[config.mk]
export PLATFORM = sky130hd
export DESIGN_NAME = ascii_char_sequencer
export DESIGN_NICKNAME = d
export VERILOG_FILES = /design/src/rtl/ascii_char_sequencer_pkg.sv /design/src/rtl/ascii_char_sequencer_slot_mux.sv /design/src/rtl/ascii_char_sequencer.sv
export SDC_FILE = /design/constraint.sdc
export NUM_CORES = 2
export LEC_CHECK = 0
export BUFFER_PORTS_ARGS = -buffer_cell sky130_fd_sc_hd__buf_2
export CORE_AREA = 4 4 411 413
export DETAILED_ROUTE_END_ITERATION = 10
export DIE_AREA = 0 0 415 417
export HOLD_SLACK_MARGIN = 0.03
export PLACE_DENSITY = 0.51
export SYNTH_ARGS = -nofsm -noshare
export SYNTH_HDL_FRONTEND = slang
export SYNTH_SLANG_ARGS = --single-unit
[constraint.sdc]
create_clock -name clk -period 6.9 [get_ports clk]
set_input_delay 1.38 -clock clk [delete_from_list [all_inputs] [get_ports clk]]
set_output_delay 1.38 -clock clk [all_outputs]
set_load 0.01 [all_outputs]
[src/rtl/ascii_char_sequencer_pkg.sv]
// Shared constants and state encoding for the ASCII character sequencer.
// The bus carries N_CHARS packed 7-bit characters plus one unused pad bit.
package ascii_char_sequencer_pkg;

    localparam int N_CHARS = 146;
    localparam int CHAR_W  = 7;
    localparam int BUS_W   = 1023;

    typedef enum logic [1:0] {
        ST_IDLE,
        ST_SEND,
        ST_DONE
    } state_e;

endpackage

[src/rtl/ascii_char_sequencer_slot_mux.sv]
// Selects one CHAR_W-bit character slot from the latched shadow register.
// Out-of-range indices return NUL.
module ascii_slot_mux #(
    parameter int N_CHARS = 146,
    parameter int CHAR_W  = 7
) (
    input  logic [N_CHARS*CHAR_W-1:0] shadow_i,
    input  logic [7:0]                idx_i,
    output logic [CHAR_W-1:0]         char_o
);

    always_comb begin
        // NOTE: default assignment first so no path through the block leaves char_o unassigned (no latch).
        char_o = '0;
        if (int'(idx_i) < N_CHARS) begin
            char_o = shadow_i[int'(idx_i)*CHAR_W +: CHAR_W];
        end
    end

endmodule

[src/rtl/ascii_char_sequencer.sv]
// Latches a packed ASCII message on start and streams it out one character per
// valid/ready handshake, optionally stopping after a NUL character.
module ascii_char_sequencer
    import ascii_char_sequencer_pkg::*;
#(
    parameter int N_CHARS     = ascii_char_sequencer_pkg::N_CHARS,
    parameter int CHAR_W      = ascii_char_sequencer_pkg::CHAR_W,
    parameter bit STOP_ON_NUL = 1'b1
) (
    input  logic              clk,
    input  logic              rst_n,
    input  logic [BUS_W-1:0]  ascii_IN,
    input  logic              start,
    input  logic [7:0]        len,
    input  logic              abort,
    input  logic              char_ready,
    output logic [CHAR_W-1:0] char_out,
    output logic              char_valid,
    output logic [7:0]        char_idx,
    output logic              busy,
    output logic              done
);

    localparam int         SHADOW_W  = N_CHARS * CHAR_W;
    localparam logic [7:0] MAX_COUNT = 8'(N_CHARS);

    state_e              state_q;
    logic [SHADOW_W-1:0] shadow_q;
    logic [7:0]          count_q;
    logic [7:0]          count_d;
    logic [7:0]          idx_q;
    logic                valid_q;
    logic                busy_q;
    logic                done_q;
    logic                last_char;
    logic                unused_pad;

    assign unused_pad = ^ascii_IN[BUS_W-1:SHADOW_W];

    assign count_d   = (len > MAX_COUNT) ? MAX_COUNT : len;
    assign last_char = (idx_q == count_q - 8'd1) ||
                       (STOP_ON_NUL && (char_out == '0));

    ascii_slot_mux #(
        .N_CHARS (N_CHARS),
        .CHAR_W  (CHAR_W)
    ) u_slot_mux (
        .shadow_i (shadow_q),
        .idx_i    (idx_q),
        .char_o   (char_out)
    );

    always_ff @(posedge clk or negedge rst_n) begin
        if (!rst_n) begin
            // NOTE: the wide shadow register is reset too, so char_out reads 0 while in reset.
            state_q  <= ST_IDLE;
            shadow_q <= '0;
            count_q  <= '0;
            idx_q    <= '0;
            valid_q  <= 1'b0;
            busy_q   <= 1'b0;
            done_q   <= 1'b0;
        end else begin
            // NOTE: non-blocking assignments so every register updates from pre-edge values.
            case (state_q)
                ST_IDLE: begin
                    if (start) begin
                        shadow_q <= ascii_IN[SHADOW_W-1:0];
                        count_q  <= count_d;
                        idx_q    <= '0;
                        busy_q   <= 1'b1;
                        if (count_d == 8'd0) begin
                            state_q <= ST_DONE;
                            done_q  <= 1'b1;
                        end else begin
                            state_q <= ST_SEND;
                            valid_q <= 1'b1;
                        end
                    end
                end
                ST_SEND: begin
                    // Abort wins over a handshake landing in the same cycle.
                    if (abort) begin
                        state_q <= ST_IDLE;
                        idx_q   <= '0;
                        valid_q <= 1'b0;
                        busy_q  <= 1'b0;
                    end else if (char_ready) begin
                        if (last_char) begin
                            state_q <= ST_DONE;
                            valid_q <= 1'b0;
                            done_q  <= 1'b1;
                        end else begin
                            idx_q <= idx_q + 8'd1;
                        end
                    end
                end
                ST_DONE: begin
                    state_q <= ST_IDLE;
                    idx_q   <= '0;
                    busy_q  <= 1'b0;
                    done_q  <= 1'b0;
                end
                default: begin
                    state_q <= ST_IDLE;
                    idx_q   <= '0;
                    valid_q <= 1'b0;
                    busy_q  <= 1'b0;
                    done_q  <= 1'b0;
                end
            endcase
        end
    end

    assign char_valid = valid_q;
    assign char_idx   = idx_q;
    assign busy       = busy_q;
    assign done       = done_q;

endmodule

==> results.json <==
{
  "holdCritStartpoint": "shadow_q[883]",
  "maximum_number_of_pins_on_one_net_before_global_route_repair": 231,
  "skew_ns": 0.04070,
  "path_class": "flip-flop to output pin",
  "most_used_cell_cp": "sky130_fd_sc_hd__buf_4",
  "layout.filler_cells": 17240,
  "route.detailed.vias_per_inst": 4.858,
  "rsz_0062_raised_after_global_routing": "no",
  "hold-path-cell-count": 2,
  "number_of_enable_type_register_cells_in_the_synthesized_netlist": 0,
  "pwr_dens_nw_per_um2": 436.1,
  "grt_first_pass_wirelength_mm": 294.9,
  "post_synth.cell_area_avg_um2": 9.205,
  "irDropWorstVdd_v": 0.0002960,
  "dieHeight_um": 417,
  "timing.critical_path.cells": "buf_4, buf_4, mux4_1, a22oi_1, nand3_1, a22oi_1, buf_4, a31oi_1, or2_2, buf_2",
  "mostFrequentLayoutCell": "sky130_fd_sc_hd__nand2_1",
  "cap_violations": 0,
  "worst_skew_pair.late_latency_ns": 0.75,
  "power_leakage_nw": 30.75,
  "grt_util_all_layers": 0.2324,
  "multi_input_comb_area_um2": 20180,
  "portBuffers": 1052,
  "syn_nets": 6232,
  "syn_area_um2": 47810,
  "yosysSeqAreaShare": 0.5459,
  "fmax_mhz": 161.2,
  "p_int_mw": 16.25,
  "clock_pin_slew_reported_for_the_worst_setup_and_hold_paths_after_clock_tree_synthesis_ns": 0.06,
  "worstPathMaxFanout": 36,
  "cts_hold_buf": 0,
  "effective_utilization_at_floorplan": 0.2901,
  "via_count": 40950,
  "final_hpwl_from_detailed_placement_mm": 153.0,
  "num-nets-final": 7147,
  "post_cts.resized_instances": 0,
  "power_mw": 25.82,
  "critical_path.slowest_cell": "sky130_fd_sc_hd__dfrtp_4",
  "r2r_setup_slack_ns": 1.77,
  "required_ns": 5.52,
  "timing.hold.worst.class": "flip-flop to flip-flop",
  "antenna_violations_before_repair": 66,
  "part_of_the_total_power_dissipated_in_sequential_elements": 0.418,
  "final-setup-viol-count": 0,
  "worst_path_max_stage_delay_ns": 1.10,
  "reg_to_reg_start": "char_idx[0]",
  "routedWlPerCell_um": 24.66,
  "sw_power_mw": 9.571,
  "remaining_drc_errors": 0,
  "synthesis.instances": 5194,
  "tightest_slew_ns": 1.353,
  "post_cts_setup_driven_buffer_insertion_count": 0,
  "most-common-layout-cells": "3130 x sky130_fd_sc_hd__nand2_1, 1051 x sky130_fd_sc_hd__buf_2, 1038 x sky130_fd_sc_hd__dfrtp_1",
  "ys_ff_latch": 1043,
  "worstSetupEndpointType": "output pin",
  "cts.root.buffer_cell": "sky130_fd_sc_hd__clkbuf_16",
  "wl_mm": 207.9,
  "cts_tree": "done",
  "place.gp.congestion": 0.8843,
  "ios": 1054,
  "ys.flop_type": "sky130_fd_sc_hd__dfrtp_1",
  "drt_iter0_drc": 3828,
  "r2r_cells": 10,
  "power_frac_clock": 0.252,
  "p_comb_frac": 0.330,
  "register_area_um2": 26120,
  "iteration_count_of_the_initial_detailed_routing_pass": 5,
  "worst_setup_path_start_kind": "flip-flop",
  "cts-buffers-inserted": 118,
  "timing.hold.worst_endpoint": "shadow_q[883]",
  "worst_ep_arrival_time_ns": 4.82,
  "setup_tns_ns": 0,
  "switching_power_share_of_the_total": 0.3706,
  "postSynth.asyncResetShare": 1.000,
  "finalCritPeriodShare": 0.8991,
  "die_area_um2": 173100,
  "clock_tree.htree_level_count": 3,
  "final_period_minus_worst_setup_slack_ns": 6.204,
  "finalHoldViolations": 0,
  "layout-drive-gt1-share": 0.2509,
  "worst_case_clock_buffer_depth": 3,
  "grt.overflow.total": 0,
  "std_cell_rows": 149,
  "cell_variety_after_synth": 70,
  "die_width_um": 415,
  "drv_slew": 0,
  "rr_endpoint": "char_idx[0]",
  "area_growth_pct": 23.84,
  "worst_slew_margin_rel": 0.09810,
  "clock_sink_count": 1043,
  "core_um2": 164800,
  "outcome": "finished, final reports clean",
  "postRouteAntennaNets": 0,
  "synth_warnings": 0,
  "first_global_vias": 41860
}
power by group through the flow:
stage	combinational [mW]	sequential, mW	clock [mW]
after detailed placement	8.60	10.8	0
after CTS	8.65	10.7	6.64
after global placement	8.47	10.7	0
final	8.53	10.8	6.50
after global routing	9.53	11.1	6.89
after floorplan	6.15	10.1	0
state kept, by name (all words and copies together), names as in the netlist:
name,cells
char_idx,8
count_q,8
char_valid,1
busy,1
shadow_q,1022
done,1
state_q,2
routing by layer:
metal | track usage | up-vias | wire length, µm
li1 | - | 18650 | -
met1 | 0.3040 | 20570 | 87280
met2 | 0.3860 | 1382 | 101400
met3 | 0.03799 | 339 | 10810
met4 | 0.09191 | 8 | 8355
met5 | 0 | - | 55
worst max-delay path by stage:
| stage | startpoint | endpoint | slack (ns) | cells after the start |
|---|---|---|---|---|
| global placement | char_idx[3] | char_out[6] | 1.18 | 7 |
| finish | char_idx[0] | char_out[5] | 0.70 | 10 |
| CTS | char_idx[3] | char_out[6] | 0.38 | 7 |
| detailed placement | char_idx[3] | char_out[6] | 1.22 | 7 |
| global route | char_idx[0] | char_out[5] | 0.33 | 10 |
| floorplan | char_idx[1] | char_out[5] | 2.86 | 10 |
cells in the mapped netlist, types with 6 or more instances:
cell type	number	share of area
sky130_fd_sc_hd__a22oi_1	33	0.0052
sky130_fd_sc_hd__mux2_2	26	0.0061
sky130_fd_sc_hd__a31oi_1	9	0.0012
sky130_fd_sc_hd__buf_2	15	0.0016
sky130_fd_sc_hd__buf_12	6	0.0025
sky130_fd_sc_hd__o221ai_1	33	0.0060
sky130_fd_sc_hd__buf_6	8	0.0019
sky130_fd_sc_hd__clkbuf_1	267	0.021
sky130_fd_sc_hd__a211o_1	21	0.0038
sky130_fd_sc_hd__and2_1	7	0.00092
sky130_fd_sc_hd__dfrtp_1	1043	0.55
sky130_fd_sc_hd__a211oi_1	12	0.0019
sky130_fd_sc_hd__mux2i_1	102	0.021
sky130_fd_sc_hd__nor2_1	26	0.0020
sky130_fd_sc_hd__nor3_1	10	0.0010
sky130_fd_sc_hd__a221oi_1	9	0.0016
sky130_fd_sc_hd__a22o_1	25	0.0046
sky130_fd_sc_hd__mux4_2	183	0.086
sky130_fd_sc_hd__nand2_1	3131	0.25
sky130_fd_sc_hd__mux4_1	17	0.0093
sky130_fd_sc_hd__nand2b_1	6	0.00079
sky130_fd_sc_hd__a21oi_1	26	0.0027
sky130_fd_sc_hd__o21ai_0	12	0.0013
sky130_fd_sc_hd__inv_1	7	0.00055
sky130_fd_sc_hd__nand4_1	11	0.0014
sky130_fd_sc_hd__o22ai_1	11	0.0014
sky130_fd_sc_hd__buf_1	8	0.00063
sky130_fd_sc_hd__nand3_1	16	0.0017
sky130_fd_sc_hd__buf_4	31	0.0049
cell type report:
cell class,instances,share of cell area
multi-input combinational,3807,0.3408
timing repair buffer,1130,0.1026
clock inverter,46,0.009213
antenna,32,0.001352
sequential,1043,0.4411
tap,2189,0.04626
clock buffer,174,0.05815
inverter,9,0.0005706
metrics by stage:
stage                     hold slack, ns  instance area (µm²)  utilization  instances  setup WS, ns
final                             0.4667                59210       0.3593       8430        0.6964
after global routing              0.4835                59200       0.3592       8426        0.3334
after CTS                         0.4687                59130       0.3588       8398        0.3849
after detailed placement          0.4536                55140       0.3346       8178         1.225
after global placement            0.4513                55140       0.3346       8178         1.179
after floorplan                   0.4373                47810            -       5194         2.856
worst max-delay path, delay by kind of cell, from the launching register on:
kind / cells / cell delay, ns
mux: 1 / 0.60
flops: 1 / 1.10
buf+inv: 4 / 1.26
simple gates: 2 / 0.43
compound gates: 3 / 0.60
cells by family (layout without fill, tap and decap cells):
family / after synthesis / count (layout) / synth area share
and+or+nand+nor: 3235 / 3235 / 0.2579
DFF: 1043 / 1043 / 0.5459
buffers and inverters: 344 / 1359 / 0.03313
muxes: 328 / 328 / 0.1230
AOI/OAI and AO/OA: 233 / 233 / 0.03787
xor gates and xnor gates: 9 / 9 / 0.001649
adders and majority gates: 2 / 2 / 0.0005233
other: 0 / 32 / 0
No activity file was read; power rests on OpenSTA's default activity.
